`config.mk`:
```
export PLATFORM = sky130hd
export DESIGN_NAME = alu_seq
export DESIGN_NICKNAME = d
export VERILOG_FILES = /design/src/rtl/alu_seq.sv
export SDC_FILE = /design/constraint.sdc
export NUM_CORES = 1
export LEC_CHECK = 0
export CAP_MARGIN = 20
export CELL_PAD_IN_SITES_DETAIL_PLACEMENT = 0
export CELL_PAD_IN_SITES_GLOBAL_PLACEMENT = 1
export CORE_MARGIN = 4
export CORE_UTILIZATION = 45
export DETAILED_ROUTE_END_ITERATION = 10
export PLACE_DENSITY = 0.86
export SKIP_LAST_GASP = 1
export SYNTH_ARGS = -nofsm -noshare
export SYNTH_HDL_FRONTEND = slang
export SYNTH_SLANG_ARGS = --single-unit
export TNS_END_PERCENT = 30
```
`constraint.sdc`:
```
create_clock -name i_clk -period 4.7 [get_ports i_clk]
set_input_delay 0.705 -clock i_clk [delete_from_list [all_inputs] [get_ports i_clk]]
set_output_delay 0.705 -clock i_clk [all_outputs]
set_load 0.03 [all_outputs]
```
`src/rtl/alu_seq.sv`:
```
// rtl/alu_seq.sv - multi-cycle ALU with registered result, latched flags and start/busy/done handshake
// Single-cycle ops finish in one FIN cycle; shifts step one bit per cycle; MUL is LSB-first shift-add.
module alu_seq #(
   parameter int W   = 16,
   parameter int SHW = 4
) (
   input  logic         i_clk,
   input  logic         i_rst,
   input  logic         i_start,
   input  logic [3:0]   i_op,
   input  logic [W-1:0] i_a,
   input  logic [W-1:0] i_b,
   output logic         o_busy,
   output logic         o_done,
   output logic [W-1:0] o_x,
   output logic         o_we,
   output logic [3:0]   o_code,
   output logic         o_err
);

   localparam logic [3:0] OP_ADD = 4'b0000;
   localparam logic [3:0] OP_SUB = 4'b0001;
   localparam logic [3:0] OP_AND = 4'b0010;
   localparam logic [3:0] OP_OR  = 4'b0011;
   localparam logic [3:0] OP_XOR = 4'b0100;
   localparam logic [3:0] OP_CMP = 4'b0101;
   localparam logic [3:0] OP_MOV = 4'b0110;
   localparam logic [3:0] OP_MUL = 4'b0111;

   // Counter must hold both the largest shift count and W for MUL.
   localparam int CW = (SHW > $clog2(W + 1)) ? SHW : $clog2(W + 1);

   typedef enum logic [1:0] {ST_IDLE, ST_SHIFT, ST_MUL, ST_FIN} state_t;

   state_t         r_state;
   logic [CW-1:0]  r_cnt;
   logic [1:0]     r_dir;
   logic [W-1:0]   r_sh;
   logic [2*W-1:0] r_acc;
   logic [2*W-1:0] r_mcand;
   logic [W-1:0]   r_mplier;
   logic           r_busy;
   logic           r_done;
   logic           r_we;
   logic           r_err;
   logic [W-1:0]   r_x;
   logic [3:0]     r_code;

   logic [W:0]     w_sum;
   logic [W:0]     w_dif;
   logic [W-1:0]   w_res;
   logic           w_c;
   logic           w_v;
   logic           w_legal;
   logic           w_wr;
   logic           w_is_mul;
   logic           w_is_shift;
   logic [SHW-1:0] w_n;
   logic [W-1:0]   w_sh_next;
   logic           w_sh_out;
   logic [2*W-1:0] w_acc_next;
   logic [W-1:0]   w_prod_lo;
   logic [W-1:0]   w_prod_hi;

   assign w_sum      = {1'b0, i_a} + {1'b0, i_b};
   assign w_dif      = {1'b0, i_a} - {1'b0, i_b};
   assign w_is_mul   = (i_op == OP_MUL);
   assign w_is_shift = (i_op[3:2] == 2'b10);
   assign w_n        = i_b[SHW-1:0];

   always_comb begin
      w_res   = '0;
      w_c     = 1'b0;
      w_v     = 1'b0;
      w_legal = 1'b1;
      w_wr    = 1'b1;
      case (i_op)
         OP_ADD: begin
            w_res = w_sum[W-1:0];
            w_c   = w_sum[W];
            w_v   = (i_a[W-1] == i_b[W-1]) && (w_sum[W-1] != i_a[W-1]);
         end
         OP_SUB, OP_CMP: begin
            w_res = w_dif[W-1:0];
            w_c   = w_dif[W];
            w_v   = (i_a[W-1] != i_b[W-1]) && (w_dif[W-1] != i_a[W-1]);
            w_wr  = (i_op != OP_CMP);
         end
         OP_AND: w_res = i_a & i_b;
         OP_OR:  w_res = i_a | i_b;
         OP_XOR: w_res = i_a ^ i_b;
         OP_MOV: w_res = i_b;
         4'b1000, 4'b1001, 4'b1010, 4'b1011: w_res = i_a;
         default: begin
            w_legal = 1'b0;
            w_wr    = 1'b0;
         end
      endcase
   end

   always_comb begin
      w_sh_next = r_sh;
      w_sh_out  = 1'b0;
      case (r_dir)
         2'b00: begin
            w_sh_next = {r_sh[W-2:0], 1'b0};
            w_sh_out  = r_sh[W-1];
         end
         2'b01: begin
            w_sh_next = {r_sh[W-2:0], r_sh[W-1]};
            w_sh_out  = r_sh[W-1];
         end
         2'b10: begin
            w_sh_next = {1'b0, r_sh[W-1:1]};
            w_sh_out  = r_sh[0];
         end
         default: begin
            w_sh_next = {r_sh[W-1], r_sh[W-1:1]};
            w_sh_out  = r_sh[0];
         end
      endcase
   end

   assign w_acc_next = r_acc + (r_mplier[0] ? r_mcand : '0);
   assign w_prod_lo  = w_acc_next[W-1:0];
   assign w_prod_hi  = w_acc_next[2*W-1:W];

   always_ff @(posedge i_clk) begin
      if (i_rst) begin
         r_state  <= ST_IDLE;
         r_cnt    <= '0;
         r_dir    <= 2'b00;
         r_sh     <= '0;
         r_acc    <= '0;
         r_mcand  <= '0;
         r_mplier <= '0;
         r_busy   <= 1'b0;
         r_done   <= 1'b0;
         r_we     <= 1'b0;
         r_err    <= 1'b0;
         r_x      <= '0;
         r_code   <= 4'b0000;
      end else begin
         r_done <= 1'b0;
         r_we   <= 1'b0;
         r_err  <= 1'b0;
         case (r_state)
            ST_IDLE: begin
               if (i_start) begin
                  r_busy <= 1'b1;
                  r_dir  <= i_op[1:0];
                  if (w_is_mul) begin
                     r_state  <= ST_MUL;
                     r_cnt    <= CW'(W);
                     r_acc    <= '0;
                     r_mcand  <= {{W{1'b0}}, i_a};
                     r_mplier <= i_b;
                  end else if (w_is_shift && (w_n != '0)) begin
                     r_state <= ST_SHIFT;
                     r_cnt   <= CW'(w_n);
                     r_sh    <= i_a;
                  end else begin
                     r_state <= ST_FIN;
                     r_done  <= 1'b1;
                     r_we    <= w_wr;
                     r_err   <= ~w_legal;
                     if (w_wr)
                        r_x <= w_res;
                     if (w_legal)
                        r_code <= {w_res[W-1], (w_res == '0), w_c, w_v};
                  end
               end
            end
            ST_SHIFT: begin
               r_sh  <= w_sh_next;
               r_cnt <= r_cnt - CW'(1);
               if (r_cnt == CW'(1)) begin
                  r_state <= ST_FIN;
                  r_done  <= 1'b1;
                  r_we    <= 1'b1;
                  r_x     <= w_sh_next;
                  r_code  <= {w_sh_next[W-1], (w_sh_next == '0), w_sh_out, 1'b0};
               end
            end
            ST_MUL: begin
               r_acc    <= w_acc_next;
               r_mcand  <= {r_mcand[2*W-2:0], 1'b0};
               r_mplier <= {1'b0, r_mplier[W-1:1]};
               r_cnt    <= r_cnt - CW'(1);
               if (r_cnt == CW'(1)) begin
                  r_state <= ST_FIN;
                  r_done  <= 1'b1;
                  r_we    <= 1'b1;
                  r_x     <= w_prod_lo;
                  r_code  <= {w_prod_lo[W-1], (w_prod_lo == '0), (w_prod_hi != '0), 1'b0};
               end
            end
            default: begin
               r_state <= ST_IDLE;
               r_busy  <= 1'b0;
            end
         endcase
      end
   end

   assign o_busy = r_busy;
   assign o_done = r_done;
   assign o_we   = r_we;
   assign o_err  = r_err;
   assign o_x    = r_x;
   assign o_code = r_code;

endmodule
```
* Word-level counts from Yosys, hierarchy flattened *
Index checks and enable logic that the tools add are counted.

word-level totals
  input bits = 39
  flip-flop bits (word level) = 129
  word-level logic and storage cells = 142
  output and inout bits = 24

cells by class
  reduce and logical (&&, ||, !) cells = 30
  multiplexer cells = 55
  equal/unequal tests = 33
  bitwise gates (word level) = 7
  add/sub/neg operators = 4

operators by type and width
  operator              number
  $mux W16              11
  $mux W32              5
  $pmux W32 S2          2
  $pmux W16 S7          1
  $pmux W16 S3          2
  $pmux W16 S2          2
  $logic_not A16 Y1     3
  $add A32 B32 Y32      1
  $mux W4               6
  $ne A2 B2 Y1 const B  9
  $add A16 B16 Y17      1
  $sub A16 B16 Y17      1
  $and A16 B16 Y16      1
  $eq A4 B3 Y1 const B  4
  $eq A4 B4 Y1 const B  4
  $or A16 B16 Y16       1
  $reduce_bool A16 Y1   1
  $xor A16 B16 Y16      1
  $mux W5               3
  $reduce_and A7 Y1     2
  $pmux W1 S2           6
  $pmux W4 S3           1
  $reduce_or A11 Y1     1
  $mux W1               10
  28 further kinds      50

* Logic depth before layout (Yosys ltp) *
  depth in word-level cells = 9
  depth in mapped cells = 14
  gate-level depth less buffers = 13

* Worst setup path before layout *
No wires, ideal clock.

  path kind = input to register
  start point = in i_a[0]
  end point = reg r_code[2] (netlist: o_code[2])
  path buffers = 0
  setup slack = 1.191 ns
  setup time = 0.059 ns
  arrival = 3.451 ns
  stages on the path = 12
  data required time = 4.641 ns
  cells stage by stage = inv_1 ha_1 fa_1 a221oi_2 a31oi_1 a211o_1 or4_4 a2111oi_4 o211ai_1 or4_1 nor4_2 a31o_1

on the way
  cells in the longest elaborated chain, start to end = 8
  elaborated cells between the ends (all ways) = 12
  classes of those cells = add/sub (2); mux (6); bitwise (3); reduce/logical (1)

RTL lines
  what                                            RTL line  source
  start, declared                                 11        input logic [W-1:0] i_a,
  $sub A16 B16 Y17, or another cell as far along  66        assign w_dif = {1'b0, i_a} - {1'b0, i_b};
  $pmux W16 S7 (*)                                77        case (i_op)
  $logic_not A16 Y1 (*)                           170       r_code <= {w_res[W-1], (w_res == '0), w_c, w_v};
  $mux W4 (*)                                     169       if (w_legal)
  $mux W4 (*)                                     158       end else if (w_is_shift && (w_n != '0)) begin
  $mux W4 (*)                                     152       if (w_is_mul) begin
  $mux W4 (*)                                     149       if (i_start) begin
  $pmux W4 S3 (*)                                 147       case (r_state)
  end signal, assigned                            170
  end signal, assigned                            182       r_code <= {w_sh_next[W-1], (w_sh_next == '0), w_sh_out, 1'b0};
  end signal, assigned                            195       r_code <= {w_prod_lo[W-1], (w_prod_lo == '0), (w_prod_hi != '0), 1'b0};
  end, declared                                   47        logic [3:0] r_code;

Every way passes the cells marked *; elsewhere a longest branch is shown, timed or not. The select of a mux whose other input is x is not followed.
A chain may end at the register's enable or synchronous reset.

* Final worst setup path *
  start point = reg r_mplier[0]
  end point = reg r_code[1] (netlist: o_code[1])

on the way
  cells in the longest elaborated chain, start to end = 5

RTL lines
  what                    RTL line  source
  start, declared         41        logic [W-1:0] r_mplier;
  start signal, assigned  157       r_mplier <= i_b;
  start signal, assigned  188       r_mplier <= {1'b0, r_mplier[W-1:1]};
  $mux W32                124       assign w_acc_next = r_acc + (r_mplier[0] ? r_mcand : '0);
  $add A32 B32 Y32        124
  $reduce_bool A16 Y1     195
  $mux W4                 190       if (r_cnt == CW'(1)) begin
  $pmux W4 S3             147

Every way passes these cells. The select of a mux whose other input is x is not followed.

==> impl_metrics.prom <==
# TYPE chip_impl_metric gauge
chip_impl_info{name="rsz0062_at_grt",value="false"} 1
chip_impl_metric{name="insertion_delay",unit="ns"} 0.42
chip_impl_metric{name="postRouteAntennaNets",unit=""} 0
chip_impl_metric{name="synthArstFlopShare",unit="%"} 0
chip_impl_metric{name="place_worst_setup_slack",unit="ns"} 0.336
chip_impl_metric{name="mappedNetlistArea",unit="mm²"} 0.0102
chip_impl_metric{name="power_switching_share",unit="%"} 43.9
chip_impl_info{name="root_buffer",value="clkbuf_16"} 1
chip_impl_metric{name="max-slew-margin-rel",unit="%"} 27.0
chip_impl_metric{name="die_width",unit="µm"} 158
chip_impl_metric{name="grt_max_degree",unit=""} 67
chip_impl_metric{name="fin_cells",unit=""} 1667
chip_impl_metric{name="via_per_inst",unit=""} 6.05
chip_impl_metric{name="timing.fmax",unit="MHz"} 248
chip_impl_metric{name="placement.io_buffers",unit=""} 62
chip_impl_metric{name="routedWlPerCell",unit="µm"} 18.9
chip_impl_metric{name="antenna_cells",unit=""} 0
chip_impl_metric{name="timing.final.max_slew_violations",unit=""} 0
chip_impl_metric{name="finalCoreUtilization",unit="%"} 52.9
chip_impl_metric{name="drt_wl_total",unit="µm"} 31500
chip_impl_metric{name="synth.top_cell.area_share",unit="%"} 25.4
chip_impl_metric{name="initial_utilization",unit="%"} 46.2
chip_impl_metric{name="post-cts-setup-buffer-count",unit=""} 0
chip_impl_metric{name="total_power",unit="mW"} 5.12
chip_impl_metric{name="setup_slack",unit="ns"} 0.668
chip_impl_metric{name="setup_viol_count_final",unit=""} 0
chip_impl_metric{name="synth.net_count",unit=""} 1481
chip_impl_metric{name="antenna_found_initial",unit=""} 0
chip_impl_metric{name="irDropWorstVdd",unit="V"} 0.000272
chip_impl_metric{name="cellLeakagePower",unit="nW"} 4.66
chip_impl_metric{name="place_congestion",unit=""} 0.922
chip_impl_metric{name="maxCapViolCount",unit=""} 0
chip_impl_metric{name="synth_enable_flop_cells",unit=""} 0
chip_impl_metric{name="cts_buffers",unit=""} 17
chip_impl_metric{name="drt_first_pass_iters",unit=""} 6
chip_impl_metric{name="ys_seq_elements",unit=""} 129
chip_impl_info{name="cell_types_with_the_largest_area_share_after_synthesis",value="dfxtp_1, ha_1, a21oi_1"} 1
chip_impl_metric{name="pwr-share-seq",unit="%"} 27.7
chip_impl_metric{name="period_share",unit="%"} 85.8
chip_impl_metric{name="cell_internal_pwr",unit="mW"} 2.88
chip_impl_metric{name="num_vias",unit=""} 10079
chip_impl_info{name="worstSetupEndpointType",value="flip-flop"} 1
chip_impl_metric{name="synthesis.instances",unit=""} 1353
chip_impl_metric{name="final_layout_size_suffix_gt1_share",unit="%"} 6.71
chip_impl_metric{name="num-nets-final",unit=""} 1503
chip_impl_metric{name="switching_power",unit="mW"} 2.25
chip_impl_metric{name="worst_clock_skew",unit="ns"} 0.00864
chip_impl_metric{name="detailed_place.area",unit="mm²"} 0.0111
chip_impl_metric{name="design.core.area",unit="mm²"} 0.0220
chip_impl_metric{name="timing.setup.tns",unit="ns"} 0
chip_impl_metric{name="die-area",unit="mm²"} 0.0251
chip_impl_metric{name="cellPowerDensity",unit="mW/mm²"} 440
chip_impl_metric{name="synth.distinct_cells",unit=""} 80
chip_impl_metric{name="cts-root-to-sink-buffers",unit=""} 2
chip_impl_metric{name="ios",unit=""} 63
chip_impl_info{name="synth_area_leader_cell",value="dfxtp_1"} 1
chip_impl_metric{name="dpl.hpwl",unit="µm"} 23200
chip_impl_metric{name="whs",unit="ns"} 0.454
chip_impl_metric{name="grt_first_pass_wirelength",unit="µm"} 50800
chip_impl_metric{name="groute.usage.overall",unit="%"} 25.2
chip_impl_metric{name="cts-htree-levels",unit=""} 4
chip_impl_metric{name="critPathRequiredTime",unit="ns"} 5.01
chip_impl_metric{name="power.share.clock",unit="%"} 24.9
chip_impl_metric{name="detail_route.iter0.violations",unit=""} 715
chip_impl_metric{name="overflow",unit=""} 0
chip_impl_info{name="synthFlopType",value="dfxtp_1"} 1
chip_impl_metric{name="fin_area",unit="mm²"} 0.0117
chip_impl_metric{name="syn_avg_cell_area",unit="µm²"} 7.52
chip_impl_metric{name="area_growth_syn_to_layout",unit="%"} 14.5
chip_impl_metric{name="cts_resized",unit=""} 0
chip_impl_metric{name="worstPathMaxFanout",unit=""} 12
chip_impl_metric{name="post-place-cells",unit=""} 1636
chip_impl_info{name="run_status",value="finished, final reports clean"} 1
chip_impl_metric{name="tritoncts_num_sinks",unit=""} 129
chip_impl_metric{name="minimum_clock_period",unit="ns"} 4.03
chip_impl_metric{name="synth-warning-count",unit=""} 0
chip_impl_metric{name="path_clk_slew",unit="ns"} 0.06
chip_impl_metric{name="tightestPinTransition",unit="ns"} 1.09
chip_impl_metric{name="floorplan.die.height",unit="µm"} 158
chip_impl_info{name="critPathLaunchType",value="flip-flop"} 1
chip_impl_metric{name="synth.yosys.seq_area_share",unit="%"} 25.4
chip_impl_metric{name="comb_power_share",unit="%"} 47.4
chip_impl_metric{name="cts_hold_buffers",unit=""} 0
chip_impl_metric{name="placementRows",unit=""} 54
chip_impl_metric{name="fillers",unit=""} 2180
chip_impl_info{name="min-delay-path-class",value="reg -> reg"} 1
chip_impl_metric{name="post_route_drc",unit=""} 0
chip_impl_info{name="timing_worst_setup_path_type",value="reg -> reg"} 1
chip_impl_metric{name="report.final.hold_viol_count",unit=""} 0
chip_impl_metric{name="worst_ep_arrival_time",unit="ns"} 4.34
chip_impl_metric{name="grt_pass1_vias",unit=""} 9648
chip_impl_info{name="cts_tree",value="built"} 1
metal layers:
| metal | share of wire, % | track usage [%] | vias up |
|---|---|---|---|
| met5 | 0 | 0 | - |
| met1 | 44 | 34.0 | 4747 |
| met2 | 47 | 41.9 | 335 |
| met3 | 6.0 | 3.51 | 50 |
| li1 | - | - | 4947 |
| met4 | 2.3 | 7.60 | 0 |
sequential cells by signal, indices dropped and copies added (netlist names), 4 cells and up:
name / count
r_sh: 16
r_acc: 32
o_code: 4
r_mcand: 32
r_cnt: 5
o_x: 16
r_mplier: 16
worst max-delay path, cell delays in order, from the launching register on:
cell and delay (ns):
dfxtp_1 0.31, buf_4 0.16, and2_1 0.14, ha_1 0.22, fa_1 0.40, a21oi_1 0.29
o211ai_1 0.19, a311oi_1 0.50, o31ai_1 0.26, xnor2_1 0.24, a311oi_1 0.37, nand4b_1 0.15
nor4_1 0.28, nand4_1 0.14, o31a_1 0.25
cells in the mapped netlist, types with 7 or more instances:
library cell    n
a211oi_1       44
a21o_1         22
a21oi_1       146
a221o_1         9
a221oi_1        7
a22oi_1        22
a31oi_1        14
and2_1         38
and3_1          7
clkbuf_1       78
dfxtp_1       129
ha_1           86
inv_1          63
mux2i_1        47
nand2_1       143
nand2b_1       10
nand3_1        49
nand4_1         7
nor2_1        145
nor3_1         22
o211ai_1       33
o21ai_0        47
o21bai_1       11
xnor2_1        19
xor2_1         16
final timing paths:
kind          startpoint         to  slack, ns  cells after the start
max          r_mplier[0]  o_code[1]       0.67                     14
min               o_x[4]     o_x[4]       0.45                      2
max reg2reg  r_mplier[0]  o_code[1]       0.67                     14
min reg2reg       o_x[4]     o_x[4]       0.45                      2
power groups by stage:
stage	Clock, mW	Combinational [mW]	Sequential [mW]
final	1.28	2.43	1.42
after global routing	1.34	2.64	1.44
after CTS	1.29	2.41	1.42
after detailed placement	0	2.40	1.44
after global placement	0	2.40	1.44
after floorplan	0	1.47	1.54
cell usage in the layout, fill, tap and decap left out, drive strengths merged, types with 22 or more instances in the layout:
cell type / synthesis / final
nand3: 49 / 49
a22oi: 22 / 22
a21oi: 146 / 146
and2: 39 / 39
o211ai: 33 / 33
a21o: 22 / 22
dfxtp: 129 / 129
ha: 86 / 86
mux2i: 47 / 47
nor3: 22 / 22
buf: 11 / 31
inv: 63 / 63
nor2: 145 / 145
o21ai: 48 / 48
a211oi: 44 / 44
nand2: 143 / 143
clkdlybuf4s50: 0 / 61
kinds of logic after synthesis:
group	Yosys count	synth area share [%]
buf+inv	153	5.79
flops	129	25.4
simple gates	464	21.2
compound gates	430	28.2
fa+ha+maj	89	11.2
mux	53	5.28
xor+xnor	35	3.01
layout make-up:
class                   instances  area (µm²)  area share (%)
multi-input cells            1071        7080            60.7
flip-flops and latches        129        2580            22.2
repair buffers                 92         856            7.34
clock buffers                  21         460            3.95
well taps                     280         350            3.01
inverters                      64         240            2.06
clock inverters                10        87.6           0.751
(Power assumes the default switching activity.)
